===== src/rtl/booth_pkg.sv =====
// Shared definitions for the radix-8 Booth digit consumer: sel field layout,
// magnitude encodings, illegal-code check and FSM state encoding.
package booth_pkg;

  localparam int SEL_W        = 4;
  localparam int SEL_SIGN_BIT = 3;
  localparam int SEL_MAG_MSB  = 2;
  localparam int SEL_MAG_LSB  = 0;

  localparam logic [2:0] MAG_0 = 3'd0;
  localparam logic [2:0] MAG_1 = 3'd1;
  localparam logic [2:0] MAG_2 = 3'd2;
  localparam logic [2:0] MAG_3 = 3'd3;
  localparam logic [2:0] MAG_4 = 3'd4;

  typedef enum logic [1:0] {
    IDLE = 2'd0,
    PRE  = 2'd1,
    ACC  = 2'd2,
    DONE = 2'd3
  } state_t;

  // Magnitudes above 4 and "negative zero" are never produced by the encoder.
  function automatic logic sel_illegal(input logic [SEL_W-1:0] sel);
    logic [2:0] mag;
    mag = sel[SEL_MAG_MSB:SEL_MAG_LSB];
    return (mag > MAG_4) || (sel[SEL_SIGN_BIT] && (mag == MAG_0));
  endfunction

endpackage


===== src/rtl/booth_pp_gen.sv =====
// Combinational Booth digit decoder: selects 0/a/2a/3a/4a from a digit code and
// reports its sign and whether the code is illegal (illegal codes decode to zero).
module booth_pp_gen
  import booth_pkg::*;
#(
  parameter int A_W = 8
) (
  input  logic [A_W-1:0]        a,
  input  logic [A_W+1:0]        m3,
  input  logic [SEL_W-1:0]      sel,
  output logic signed [A_W+2:0] pp_mag,
  output logic                  pp_neg,
  output logic                  illegal
);

  logic [A_W+1:0] mag;

  always_comb begin
    mag = '0;
    case (sel[SEL_MAG_MSB:SEL_MAG_LSB])
      MAG_0:   mag = '0;
      MAG_1:   mag = {2'b00, a};
      MAG_2:   mag = {1'b0, a, 1'b0};
      MAG_3:   mag = m3;
      MAG_4:   mag = {a, 2'b00};
      default: mag = '0;
    endcase
    illegal = sel_illegal(sel);
    if (illegal) mag = '0;
    pp_neg = sel[SEL_SIGN_BIT] & ~illegal;
    pp_mag = signed'({1'b0, mag});
  end

endmodule


===== src/rtl/booth_pp_accum.sv =====
// Radix-8 Booth partial-product accumulator: latches a pixel, sums NDIG signed digit
// terms into a signed product. Define BOOTH_ACC_SAT_EN to clamp the result to pixel range.
module booth_pp_accum
  import booth_pkg::*;
#(
  parameter  int A_W  = 8,
  parameter  int NDIG = 3,
  localparam int P_W  = A_W + 3*NDIG + 1
) (
  input  logic                  clk,
  input  logic                  rst_n,
  input  logic                  start_valid,
  output logic                  start_ready,
  input  logic [A_W-1:0]        a_in,
  input  logic                  dig_valid,
  output logic                  dig_ready,
  input  logic [SEL_W-1:0]      dig_sel,
  output logic                  prod_valid,
  input  logic                  prod_ready,
  output logic signed [P_W-1:0] prod,
  output logic                  prod_err,
  output logic                  prod_sat
);

  localparam int IDX_W = (NDIG > 1) ? $clog2(NDIG) : 1;
  localparam int MAG_W = A_W + 3;

  state_t state, state_nxt;

  logic [A_W-1:0]          a_r;
  logic [A_W+1:0]          m3_r;
  logic signed [P_W-1:0]   acc;
  logic [IDX_W-1:0]        idx;
  logic                    err_r;

  logic signed [MAG_W-1:0] pp_mag;
  logic                    pp_neg;
  logic                    pp_ill;
  logic signed [P_W-1:0]   mag_ext;
  logic signed [P_W-1:0]   shifted;
  logic signed [P_W-1:0]   term;
  logic signed [P_W-1:0]   sum;
  logic signed [P_W-1:0]   prod_nxt;
  logic                    last_dig;

  booth_pp_gen #(.A_W(A_W)) u_pp_gen (
    .a       (a_r),
    .m3      (m3_r),
    .sel     (dig_sel),
    .pp_mag  (pp_mag),
    .pp_neg  (pp_neg),
    .illegal (pp_ill)
  );

  // Magnitude is non-negative; the sign comes from the digit, applied after the shift.
  assign mag_ext  = {{(P_W-MAG_W){pp_mag[MAG_W-1]}}, pp_mag};
  assign shifted  = mag_ext <<< (3 * int'(idx));
  assign term     = pp_neg ? -shifted : shifted;
  assign sum      = acc + term;
  assign last_dig = (idx == IDX_W'(NDIG-1));

`ifdef BOOTH_ACC_SAT_EN
  logic         sat_r;
  logic [P_W:0] clamp_res;

  function automatic logic [P_W:0] clamp_pix(input logic signed [P_W-1:0] v);
    logic signed [P_W-1:0] pix_max;
    pix_max = P_W'((1 << A_W) - 1);
    if (v < 0)             return {1'b1, {P_W{1'b0}}};
    else if (v > pix_max)  return {1'b1, pix_max};
    return {1'b0, v};
  endfunction

  assign clamp_res = clamp_pix(sum);
  assign prod_nxt  = clamp_res[P_W-1:0];
  assign prod_sat  = sat_r;
`else
  assign prod_nxt  = sum;
  assign prod_sat  = 1'b0;
`endif

  always_ff @(posedge clk or negedge rst_n) begin
    if (!rst_n) state <= IDLE;
    else        state <= state_nxt;
  end

  always_comb begin
    state_nxt   = state;
    start_ready = 1'b0;
    dig_ready   = 1'b0;
    prod_valid  = 1'b0;
    case (state)
      IDLE: begin
        start_ready = 1'b1;
        if (start_valid) state_nxt = PRE;
      end
      PRE:  state_nxt = ACC;
      ACC: begin
        dig_ready = 1'b1;
        if (dig_valid && last_dig) state_nxt = DONE;
      end
      DONE: begin
        prod_valid = 1'b1;
        if (prod_ready) state_nxt = IDLE;
      end
      default: state_nxt = IDLE;
    endcase
  end

  always_ff @(posedge clk or negedge rst_n) begin
    if (!rst_n) begin
      a_r      <= '0;
      m3_r     <= '0;
      acc      <= '0;
      idx      <= '0;
      err_r    <= 1'b0;
      prod     <= '0;
      prod_err <= 1'b0;
`ifdef BOOTH_ACC_SAT_EN
      sat_r    <= 1'b0;
`endif
    end else begin
      case (state)
        IDLE: if (start_valid) begin
          a_r   <= a_in;
          acc   <= '0;
          idx   <= '0;
          err_r <= 1'b0;
        end
        // 3a is the only multiple that is not a shift; precompute it once per product
        PRE: m3_r <= {2'b00, a_r} + {1'b0, a_r, 1'b0};
        ACC: if (dig_valid) begin
          acc   <= sum;
          idx   <= idx + 1'b1;
          err_r <= err_r | pp_ill;
          if (last_dig) begin
            prod     <= prod_nxt;
            prod_err <= err_r | pp_ill;
`ifdef BOOTH_ACC_SAT_EN
            sat_r    <= clamp_res[P_W];
`endif
          end
        end
        default: ;
      endcase
    end
  end

endmodule


===== config.mk =====
export PLATFORM = sky130hd
export DESIGN_NAME = booth_pp_accum
export DESIGN_NICKNAME = d
export VERILOG_FILES = /design/src/rtl/booth_pkg.sv /design/src/rtl/booth_pp_gen.sv /design/src/rtl/booth_pp_accum.sv
export SDC_FILE = /design/constraint.sdc
export NUM_CORES = 1
export LEC_CHECK = 0
export CELL_PAD_IN_SITES_DETAIL_PLACEMENT = 0
export CELL_PAD_IN_SITES_GLOBAL_PLACEMENT = 1
export CORE_ASPECT_RATIO = 0.7
export CORE_MARGIN = 2
export CORE_UTILIZATION = 43
export CTS_CLUSTER_SIZE = 14
export DETAILED_ROUTE_END_ITERATION = 12
export PLACE_DENSITY = 0.87
export SLEW_MARGIN = 25
export SYNTH_ARGS = -nofsm -noshare
export SYNTH_HDL_FRONTEND = slang
export SYNTH_HIERARCHICAL = 1
export SYNTH_SLANG_ARGS = --single-unit
export TNS_END_PERCENT = 30

===== constraint.sdc =====
create_clock -name clk -period 7.25 [get_ports clk]
set_input_delay 2.175 -clock clk [delete_from_list [all_inputs] [get_ports clk]]
set_output_delay 2.175 -clock clk [all_outputs]
set_load 0.02 [all_outputs]

### Word-level counts from Yosys, hierarchy flattened

Cells that the tools add are included.
Widths: inputs -> output; s select.

* register bits after elaboration: 60
* input bits: 17

* $add $sub $neg: 4
* multiply operators: 1
* $lt $le $gt $ge: 1
* equality and inequality tests: 12
* shift-type cells: 1
* mux-type cells: 19
* bitwise logic cells: 3
* reduce and logical (&&, ||, !) cells: 10

Operators with widths (number)
* $mux 18: 3
* $pmux 10 s4: 1
* $pmux 18 s2: 1
* $add 18x18->18: 1
* $neg 18->18: 1
* $sshl 11x4->18: 1
* $add 8x9->10: 1
* $mux 10: 1
* $mux 2: 5
* $reduce_and 3->1: 3
* $ne 2x2->1 const B: 4
* $pmux 2 s4: 1
* $eq 2x2->1 const B: 3
* $eq 3x2->1 const B: 2
* $mux 1: 5
* $mul 2x2->4 const A: 1
* $pmux 2 s2: 1
* $eq 3x1->1 const B: 1
* $eq 3x3->1 const B: 1
* $gt 3x3->1 const B: 1
* $logic_not 3->1: 1
* $add 2x1->2 const B: 1
* $eq 2x1->1 const B: 1
* $logic_and 1x1->1: 2
* 8 further kinds: 8

### Logic depth before layout (Yosys ltp)

Gate-level depths: netlist of the first run.

* word-level depth: 10
* mapped depth: 22

### Modules after synthesis

The synthesis of the first run kept the hierarchy.

By module, submodules not included
* booth_pp_accum: instances 1, cells each 491, area each 4540.6 µm², seq. area each 1501.4 µm²
* booth_pp_gen: instances 1, cells each 50, area each 400.4 µm², seq. area each 0.0 µm²

### Least setup slack after synthesis of the first run

Ideal clock, no wire load.

* kind: input port to flip-flop
* start: in dig_sel[1]
* end: reg acc[15]
* library setup time: 0.133 ns
* arrival: 6.032 ns
* slack: 1.085 ns
* stages: 19
* path buffers: 2
* path through: buf_6 buf_12 mux2i_1 o221ai_1 mux4_2 a221o_1 o31ai_2 inv_1 o41ai_1 xnor2_1 ha_1 a21oi_1 o21ai_0 a2111oi_0 nor3_1 a21o_1 a21oi_1 xor2_1 o21ai_0

* cells in the longest elaborated chain, start to end: 10

Ends and longest elaborated chain
* start: declaration: RTL line booth_pp_accum.sv:17 `input logic [SEL_W-1:0] dig_sel,`
* parallel branches: the longest is 3 deep, another holds $pmux 10 s4
* $mux 10 *: RTL line booth_pp_gen.sv:29 `if (illegal) mag = '0;`
* named net pp_mag[3]: RTL line booth_pp_accum.sv:36 `logic signed [MAG_W-1:0] pp_mag;`
* $sshl 11x4->18 *: RTL line booth_pp_accum.sv:57 `assign shifted = mag_ext <<< (3 * int'(idx));`
* $neg 18->18: RTL line booth_pp_accum.sv:58 `assign term = pp_neg ? -shifted : shifted;`
* $mux 18 *: RTL line booth_pp_accum.sv:58
* $add 18x18->18 *: RTL line booth_pp_accum.sv:59 `assign sum = acc + term;`
* $mux 18 *: RTL line booth_pp_accum.sv:132 `ACC: if (dig_valid) begin`
* $pmux 18 s2 *: RTL line booth_pp_accum.sv:123 `case (state)`
* end signal: assignment: RTL line booth_pp_accum.sv:133 `acc <= sum;`
* end: declaration: RTL line booth_pp_accum.sv:32 `logic signed [P_W-1:0] acc;`

Mark *: on every way through the listed nets, which the timed path passes. The select of a mux whose other input is x is not followed.
A chain may end at the register's enable or synchronous reset.

### Final worst setup path of the first run

* start: in dig_sel[1]
* end: reg prod[15]

* cells in the longest elaborated chain, start to end: 8

Ends and longest elaborated chain
* parallel branches: the longest is 3 deep, another holds $pmux 10 s4
* $mux 10 *: RTL line booth_pp_gen.sv:29
* named net pp_mag[1]: RTL line booth_pp_accum.sv:36
* $sshl 11x4->18 *: RTL line booth_pp_accum.sv:57
* $neg 18->18: RTL line booth_pp_accum.sv:58
* $mux 18 *: RTL line booth_pp_accum.sv:58
* $add 18x18->18 *: RTL line booth_pp_accum.sv:59
* end signal: assignment: RTL line booth_pp_accum.sv:137 `prod <= prod_nxt;`
* end: declaration: RTL line booth_pp_accum.sv:20 `output logic signed [P_W-1:0] prod,`

Mark *: on every way through the listed nets, which the timed path passes.

==> results of run 1 <==
-- through the flow --
step | power (W) | worst slack (ns)
after floorplan | 0.00196 | 1.09
after global placement | 0.00236 | 0.223
after detailed placement | 0.00242 | 0.0708
after CTS | 0.00286 | 0.382
after global routing | 0.00312 | 0.0550
final | 0.00288 | 0.401
-- cell type report --
type / instances / area [um^2]
clock buffers: 11 / 253
flip-flops and latches: 60 / 1500
multi-input cells: 432 / 3220
well taps: 153 / 191
inverters: 22 / 82.6
fillers: 1016 / 5300
clock inverters: 5 / 36.3
repair buffers: 55 / 503
-- state kept, by name, summed over array words and instances, names as in the netlist --
signal    count
prod         18
a_r           8
prod_err      1
state         2
acc          18
idx           2
err_r         1
m3_r         10
-- cells in the final DEF, fill, tap and decap left out, drive strengths merged, types with 3 or more instances in the layout --
cell type      synthesis  layout
ha                    34      34
a21o                  13      13
mux4                   5       5
and3                   3       3
o31ai                 10      10
o21ai                 50      50
mux2i                 22      22
nand4                  3       3
mux2                  25      25
clkdlybuf4s50          0      37
a211oi                 7       7
clkinv                 1       3
nand2b                 8       8
nor2                  20      20
and2                   3       3
clkinvlp               0       3
a21oi                 27      27
o211a                  3       3
clkbuf                13      11
buf                   14      18
nand3                  7       7
o21bai                 4       4
nor2b                  7       7
nand4bb                7       7
dfrtp                 60      60
xor2                  16      16
inv                   21      21
o211ai                 7       7
nand2                 77      77
nor3                   5       5
nand3b                 3       3
o221ai                 6       6
xnor2                 20      20
-- final timing paths --
kind	from	end	slack, ns	depth (start not counted)
min reg2reg	prod[13]$_DFFE_PN0P_	prod[13]$_DFFE_PN0P_	0.47	2
min in group asynchronous	rst_n	a_r[2]$_DFFE_PN0P_	2.00	2
max in group asynchronous	rst_n	a_r[6]$_DFFE_PN0P_	4.70	2
min	prod[13]$_DFFE_PN0P_	prod[13]$_DFFE_PN0P_	0.47	2
max reg2reg	idx[0]$_DFFE_PN0P_	prod[15]$_DFFE_PN0P_	1.60	17
max	dig_sel[1]	prod[15]$_DFFE_PN0P_	0.40	22
-- cell families (layout without fill, tap and decap cells) --
| group | after synthesis | count (layout) | share of synthesized area [%] |
|---|---|---|---|
| flip-flops | 60 | 60 | 30.4 |
| XOR/XNOR | 36 | 36 | 6.38 |
| AND/OR/NAND/NOR | 152 | 152 | 15.5 |
| multiplexers | 52 | 52 | 12.5 |
| other | 2 | 2 | 0.152 |
| buffers and inverters | 49 | 93 | 4.86 |
| AO/OA/AOI/OAI | 154 | 154 | 20.8 |
| adder cells (fa/ha/maj) | 36 | 36 | 9.42 |
-- tightest hold or removal path, stage by stage (launching register included) --
cell	delay, ns
dfrtp_1	0.34
nand2_1	0.05
o21ai_0	0.06
-- routing by layer --
layer	track usage, %	part of all wire [%]	vias to the layer above
li1	-	-	2051
met1	28.6	49	2050
met2	32.1	44	160
met3	4.05	5.9	20
met4	5.80	1.4	0
met5	0	0	-
-- report_power, final --
group	switching (W)	internal (W)
logic	0.00107	0.000812
clock network	0.000161	0.000250
registers	0.000120	0.000467
total	0.00135	0.00153
==> flow_metrics.py, run 1 <==
metrics = {
    "layout": {
        "stdcell_area_um2": 5790,
        "area_growth_pct": 17.1,
        "n_antenna_cell": 0,
        "final_nets": 633,
        "final_util_pct": 52.2,
        "drive_above_1_share_pct": 13.2,
        "final_cells": 738,
    },
    "sta": {
        "holdWs_ns": 0.474,
        "slew_headroom_pct": 39.1,
        "rsz0062_at_grt": "no",
        "fin_crit_ns": 6.85,
        "hold_violations": 0,
        "post-route-period-util_pct": 94.5,
        "worstMarginPinSlew_ns": 0.913,
        "fmax_mhz": 146,
        "finalMaxSlewViolations": 0,
        "setup_tns_ns": 0,
        "setup_viol": 0,
        "final.setup_skew_ns": 0.00571,
    },
    "cts": {
        "cts.sinks": 60,
        "postCtsSetupRepairBufs": 0,
        "h-tree-depth": 3,
        "cts_tree": "yes",
        "cts_hold_buf": 0,
        "path_clk_slew_ns": 0.06,
        "clock_path_buffers": 2,
        "clockRootBuffer": "clkbuf_16",
        "numCtsBuffers": 9,
        "clock_latency_ns": 0.33,
        "cts-resized-gates": 0,
    },
    "logic_synthesis": {
        "ys_seq_area_share_pct": 30.4,
        "synth_top_area_share_pct": 30.4,
        "synth_nets": 594,
        "ys.flop_type": "dfrtp_1",
        "synth_edf_count": 0,
        "syn_avg_cell_area_um2": 9.13,
        "yosysWarnings": 6,
        "synth_most_common_cell": "nand2_1",
        "synthTopCellsByArea": "dfrtp_1 (30%), ha_1 (8.6%), nand2_1 (5.8%)",
        "synth_top_cell_by_area": "dfrtp_1",
        "netlist_area_um2": 4940,
        "ys_ff_latch": 60,
        "async_flop_share_pct": 100,
        "synth_commonest_cells": "nand2_1 (77), dfrtp_1 (60), o21ai_0 (49), ha_1 (34), a21oi_1 (27)",
        "syn_inst": 541,
        "ys_types": 69,
    },
    "critical_path": {
        "worst-path-max-fanout": 12,
        "critical_path.slowest_cell": "clkdlybuf4s50_1",
        "cp-start-kind": "primary input",
        "worst_path_largest_cell_delay_ns": 0.54,
        "critical_path_required_ns": 7.44,
        "cp_top_family": "compound AO/OA/AOI/OAI gates",
        "crit_chain": "clkdlybuf4s50_1 -> buf_4 -> mux2i_1 -> a211oi_1 -> buf_4 -> a21boi_0 -> a21oi_1 -> o21ai_0 -> o211a_1 -> and2_0 -> a211oi_1 -> o21bai_1 -> a21oi_1 -> ha_1 -> a21oi_1 -> o21ai_0 -> a2111oi_0 -> nor3_1 -> a21o_1 -> a21oi_1 -> xor2_1 -> o21ai_0",
        "worstPathArrival_ns": 7.04,
        "end_kind": "register",
        "critical_path_buf_inv_count": 3,
        "cp_common_cell": "a21oi_1",
        "crit_type": "primary input to register",
    },
    "global_route": {
        "grt_usage_pct": 20.4,
        "grt_max_degree": 61,
        "grt-ovfl-total": 0,
        "grt_pass1_wl_um": 20500,
        "grt_antenna_before_repair": 0,
        "grt_pass1_vias": 4121,
    },
    "power": {
        "power_density_nw_per_um2": 497,
        "ir_worst_vdd_uv": 267,
        "p_leak_nw": 2.60,
    },
    "die": {
        "ios": 40,
        "fp-row-count": 32,
        "die_area_um2": 12400,
        "start_util_pct": 44.6,
        "fp.coreArea_um2": 11100,
        "die-width_um": 132,
        "die_y_um": 93.7,
    },
    "route": {
        "ant_nets": 0,
        "drc": 0,
        "drt_wl_total_um": 12000,
        "dr.pass1.iters": 5,
        "wire_per_inst_um": 16.3,
        "vias_per_cell": 5.80,
        "via_count": 4281,
        "drt_iter0_markers": 367,
    },
    "place": {
        "dpl.hpwl_um": 8920,
        "dp.cells": 722,
        "portBuffers": 38,
        "gp_congestion": 0.927,
        "place_area_um2": 5480,
    },
    "min_path": {
        "min_path_type": "register to register",
    },
    "flow_run": {
        "maxCapViolCount": 0,
    },
    "run_status": {
        "status": "finished, final reports clean",
    },
}
Note: power is estimated with default switching activity, not from simulation.
==> inputs of run 2 (changes only) <==
- clock period: 7.25 -> 7 ns (I/O delays scaled with it)
==> run 2 against run 1 <==
Setup slack lost 0.15 ns. Power grew 4.2%. Non-clock buffer count grew 8. Sequential share of layout area shrank 0.24 points. Clock skew grew 0.0013 ns. Die area is the same. First-iteration DRC count shrank 10%. Register-to-register slack lost 0.22 ns. Clock-buffer cell count shrank 1. Combinational power grew 4%. Largest cell class unchanged. Largest power group unchanged. Highest routed layer unchanged.
==> flow_metrics.py, run 2 (synthesis gave the netlist of run 1 again) <==
metrics = {
    "sta": {
        "finalMaxSlewViolations": 0,
        "fin_crit_ns": 6.75,
        "setup_viol": 0,
        "post-route-period-util_pct": 96.4,
        "worstMarginPinSlew_ns": 0.895,
        "holdWs_ns": 0.474,
        "fmax_mhz": 148,
        "timing.final.ws_setup_ns": 0.254,
        "slew_headroom_pct": 40.3,
        "hold_violations": 0,
        "final.setup_skew_ns": 0.00697,
    },
    "critical_path": {
        "critical_path_required_ns": 7.19,
        "worstPathArrival_ns": 6.93,
        "worst-path-max-fanout": 7,
        "timing.rr.end": "prod[15]$_DFFE_PN0P_",
        "rrSetupSlack_ns": 1.38,
        "cp-start-kind": "primary input",
        "crit_type": "primary input to register",
        "end_kind": "register",
        "worstReg2RegStart": "idx[0]$_DFFE_PN0P_",
        "reg2reg_depth": 17,
    },
    "place": {
        "place_area_um2": 5540,
        "place_ws_ns": -0.0816,
        "gp_congestion": 1.01,
        "dpl.hpwl_um": 8850,
        "portBuffers": 38,
    },
    "route": {
        "vias_per_cell": 5.77,
        "via_count": 4285,
        "drt_iter0_markers": 330,
        "dr.pass1.iters": 6,
        "drc": 0,
        "drt_wl_total_um": 12000,
        "ant_nets": 0,
        "wire_per_inst_um": 16.2,
    },
    "power": {
        "p_sw_w": 0.00138,
        "p_sw_share_pct": 46.1,
        "clockPowerShare_pct": 14.5,
        "power_density_nw_per_um2": 513,
        "p_leak_nw": 2.65,
        "power_frac_seq_pct": 20.3,
        "ir_worst_vdd_uv": 277,
        "p_int_w": 0.00162,
        "pwr-share-comb_pct": 65.3,
    },
    "die": {
        "fp-row-count": 32,
        "die_area_um2": 12400,
        "ios": 40,
        "fp.coreArea_um2": 11100,
        "die-width_um": 132,
        "start_util_pct": 44.6,
        "die_y_um": 93.7,
    },
    "global_route": {
        "grt_antenna_before_repair": 0,
        "grt_usage_pct": 20.2,
        "grt_pass1_vias": 4081,
        "grt_max_degree": 61,
        "grt-ovfl-total": 0,
        "grt_pass1_wl_um": 20300,
    },
    "flow_run": {
        "maxCapViolCount": 0,
    },
    "cts": {
        "cts_tree": "yes",
        "numCtsBuffers": 9,
        "clock_path_buffers": 2,
        "clock_latency_ns": 0.33,
        "clockRootBuffer": "clkbuf_16",
        "h-tree-depth": 3,
        "path_clk_slew_ns": 0.05,
        "cts.sinks": 60,
        "postCtsSetupRepairBufs": 0,
    },
    "layout": {
        "final_nets": 641,
        "final_common_cell": "nand2_1",
        "stdcell_area_um2": 5840,
        "area_growth_pct": 18.2,
        "fill_cells": 1008,
        "n_antenna_cell": 0,
        "top_regs": "acc: 18 flops, prod: 18 flops, m3_r: 10 flops",
        "drive_above_1_share_pct": 14.1,
        "multi_input_area_um2": 3220,
        "final-seq-area_um2": 1500,
        "layout_common_cells": "nand2_1 (77), dfrtp_1 (60), o21ai_0 (49), clkdlybuf4s50_1 (37), ha_1 (33)",
    },
    "min_path": {
        "min-delay-start": "prod[14]$_DFFE_PN0P_",
        "holdPathEnd": "prod[14]$_DFFE_PN0P_",
        "min_path_type": "register to register",
        "min_delay_path_depth": 2,
    },
    "run_status": {
        "status": "finished, final reports clean",
    },
}
-- run 2: cell types whose count changed in the layout (fill, tap and decap cells not counted), sizes merged --
cell      delta
clkbuf       -1
bufinv       +1
buf          +8
clkinvlp     -3
-- run 2: cell type report --
cell class	count	area share, %
Clock buffer	10	4.09
Inverter	22	1.41
Multi-Input combinational cell	432	55.2
Clock inverter	3	0.685
Sequential cell	60	25.7
Tap cell	153	3.28
Timing Repair Buffer	63	9.64
-- run 2: per-layer routing --
layer,up-vias,global-route usage [%],part of all wire [%]
li1,2063,-,-
met1,2079,28.8,48
met2,129,31.1,45
met3,14,4.64,6.1
met4,0,5.07,1.1
met5,-,0,0
-- run 2: critical path: stages --
cell	delay [ns]
clkdlybuf4s50_1	0.66
buf_4	0.21
mux2i_1	0.19
a211oi_1	0.12
buf_4	0.17
mux4_2	0.51
o21ai_0	0.28
o211a_1	0.25
and2_0	0.32
a211oi_1	0.12
o21bai_1	0.19
a21oi_1	0.17
ha_1	0.19
a21oi_1	0.07
o21ai_0	0.23
buf_4	0.17
nor3_1	0.04
nor3_1	0.33
nand4_1	0.15
a41oi_1	0.22
xnor2_1	0.16
o21ai_0	0.09
-- run 2: power groups by stage --
stage / Combinational, W / Sequential [W] / Clock [W]
final: 0.00196 / 0.000608 / 0.000434
after global routing: 0.00216 / 0.000630 / 0.000454
after CTS: 0.00193 / 0.000607 / 0.000440
after detailed placement: 0.00191 / 0.000612 / 0
after global placement: 0.00184 / 0.000607 / 0
after floorplan: 0.00141 / 0.000616 / 0
-- run 2: worst max-delay path by stage --
stage | endpoint | slack, ns | from
2_1_floorplan | acc[15]$_DFFE_PN0P_ | 0.91 | dig_sel[1]
3_3_place_gp | prod[15]$_DFFE_PN0P_ | 0.05 | dig_sel[1]
3_5_place_dp | acc[16]$_DFFE_PN0P_ | -0.08 | dig_sel[1]
4_1_cts | acc[16]$_DFFE_PN0P_ | 0.20 | dig_sel[1]
5_1_grt | prod[15]$_DFFE_PN0P_ | -0.02 | dig_sel[1]
6_report | prod[17]$_DFFE_PN0P_ | 0.25 | dig_sel[1]
-- run 2: through the flow --
| stage | util, % | total power (W) | TNS [ns] | cells |
|---|---|---|---|---|
| after floorplan | - | 0.00203 | 0 | 541 |
| after global placement | 49.9 | 0.00245 | 0 | 730 |
| after detailed placement | 50.0 | 0.00252 | -0.213 | 730 |
| after CTS | 52.5 | 0.00298 | 0 | 743 |
| after global routing | 52.7 | 0.00325 | -0.0657 | 743 |
| final | 52.7 | 0.00300 | 0 | 743 |
-- run 2: what timing repair did --
item	4_1_cts	5_1_grt
hold buffers	0	0
endpoints found under the setup margin	0	8
gates resized for setup	0	5
==> inputs of run 3 (changes only) <==
- clock period: 7 -> 7.9 ns (I/O delays scaled with it)
==> run 3 against run 2 <==
Register-to-register slack improved by 0.76 ns. Flip-flop and latch count did not move. Clock power fell by 9.4%. First-iteration DRC count fell by 6.1%. Final area fell by 2.1%. Sequential power fell by 11%. Largest cell class unchanged. Combinational power fell by 15%. Global-route usage fell by 0.58 points. Die area did not move. Critical path type unchanged. Sequential share of layout area rose by 0.56 points.
==> flow_metrics.py, run 3 (synthesis gave the netlist of run 1 again) <==
metrics = {
    "run_status": {
        "status": "finished, final reports clean",
    },
    "sta": {
        "setup_viol": 0,
        "fmax_mhz": 139,
        "fin_crit_ns": 7.17,
        "holdWs_ns": 0.478,
        "worstMarginPinSlew_ns": 0.893,
        "hold_violations": 0,
        "rsz0062_at_grt": "no",
        "slew_headroom_pct": 40.5,
        "post-route-period-util_pct": 90.7,
        "finalMaxSlewViolations": 0,
        "setup_tns_ns": 0,
        "final.setup_skew_ns": 0.00976,
    },
    "layout": {
        "final_nets": 624,
        "top_regs": "acc: 18 flops, prod: 18 flops, m3_r: 10 flops",
        "layout_common_cells": "nand2_1 (77), dfrtp_1 (60), o21ai_0 (49), clkdlybuf4s50_1 (37), ha_1 (33)",
        "drive_above_1_share_pct": 11.5,
        "final_common_cell": "nand2_1",
        "n_antenna_cell": 0,
        "fill_cells": 1003,
        "area_growth_pct": 15.7,
        "stdcell_area_um2": 5720,
    },
    "critical_path": {
        "worst-path-max-fanout": 12,
        "critical_path.slowest_cell": "mux4_2",
        "cp-start-kind": "primary input",
        "worstPathArrival_ns": 7.36,
        "end_kind": "register",
        "worst_path_largest_cell_delay_ns": 0.57,
        "crit_type": "primary input to register",
        "critical_path_required_ns": 8.09,
        "crit_chain": "clkdlybuf4s50_1 -> buf_4 -> mux2i_1 -> o221ai_1 -> mux4_2 -> a221o_1 -> o31ai_2 -> inv_1 -> o41ai_1 -> xnor2_1 -> ha_1 -> nand2_1 -> o21ai_0 -> a2111oi_0 -> nor3_1 -> nand4_1 -> a41oi_1 -> xnor2_1 -> o21ai_0",
    },
    "place": {
        "gp_congestion": 0.940,
        "place_area_um2": 5420,
        "dpl.hpwl_um": 8630,
        "portBuffers": 38,
    },
    "route": {
        "via_count": 4184,
        "vias_per_cell": 5.74,
        "dr.pass1.iters": 6,
        "drc": 0,
        "ant_nets": 0,
        "drt_wl_total_um": 11400,
        "drt_iter0_markers": 310,
        "wire_per_inst_um": 15.6,
    },
    "power": {
        "power_density_nw_per_um2": 454,
        "p_leak_nw": 2.57,
        "ir_worst_vdd_uv": 371,
    },
    "cts": {
        "cts_tree": "yes",
        "path_clk_slew_ns": 0.06,
        "clockRootBuffer": "clkbuf_16",
        "postCtsSetupRepairBufs": 0,
        "h-tree-depth": 3,
        "clock_latency_ns": 0.33,
        "clock_path_buffers": 2,
        "cts.sinks": 60,
        "numCtsBuffers": 9,
        "cts_hold_buf": 0,
        "cts-resized-gates": 0,
    },
    "global_route": {
        "grt_max_degree": 61,
        "grt_antenna_before_repair": 0,
        "grt_usage_pct": 19.6,
        "grt_pass1_vias": 3971,
        "grt_pass1_wl_um": 19600,
        "grt-ovfl-total": 0,
    },
    "die": {
        "fp-row-count": 32,
        "die_y_um": 93.7,
        "start_util_pct": 44.6,
        "ios": 40,
        "die-width_um": 132,
        "fp.coreArea_um2": 11100,
        "die_area_um2": 12400,
    },
    "flow_run": {
        "maxCapViolCount": 0,
    },
    "min_path": {
        "min_path_type": "register to register",
    },
}
-- run 3: final timing paths --
path	startpoint	endpoint	slack [ns]	cells past startpoint
max	dig_sel[1]	acc[17]$_DFFE_PN0P_	0.73	19
min	prod[13]$_DFFE_PN0P_	prod[13]$_DFFE_PN0P_	0.48	2
max reg2reg	idx[0]$_DFFE_PN0P_	acc[17]$_DFFE_PN0P_	2.14	17
min reg2reg	prod[13]$_DFFE_PN0P_	prod[13]$_DFFE_PN0P_	0.48	2
max in group asynchronous	rst_n	prod[16]$_DFFE_PN0P_	5.17	2
min in group asynchronous	rst_n	a_r[5]$_DFFE_PN0P_	2.20	2
-- run 3: report_power, final --
group	switching, W	internal (W)	total, W
Clock	0.000147	0.000245	0.000393
Combinational	0.000948	0.000716	0.00166
Sequential	0.000113	0.000429	0.000542
Total	0.00121	0.00139	0.00260
-- run 3: through the flow --
step,util (%),setup slack (ns),instances,total power [W]
floorplan,-,1.54,541,0.00180
global placement,48.8,0.674,713,0.00215
detailed placement,48.8,0.504,713,0.00219
CTS,51.5,0.793,729,0.00260
global route,51.6,0.237,729,0.00283
finish,51.6,0.731,729,0.00260
-- run 3: layout make-up --
cell class | count | area [um^2] | share of cell area, %
repair buffers | 46 | 435 | 7.61
clock inverters | 7 | 75.1 | 1.31
multi-input cells | 432 | 3210 | 56.1
well taps | 153 | 191 | 3.35
flip-flops and latches | 60 | 1500 | 26.3
inverters | 22 | 82.6 | 1.44
clock buffers | 9 | 225 | 3.94
-- run 3: per-layer routing --
layer / GRT usage, % / wire (um)
met1: 29.1 / 5900
met4: 5.89 / 168
met5: 0 / 0
met2: 28.9 / 4770
met3: 3.72 / 551
-- run 3: critical path: cells and delay by family --
family / cells / cell delay (ns)
AND/OR/NAND/NOR: 3 / 0.66
adder cells (fa/ha/maj): 1 / 0.36
buffers and inverters: 3 / 0.86
XOR/XNOR: 2 / 0.31
AO/OA/AOI/OAI: 8 / 1.99
multiplexers: 2 / 0.79
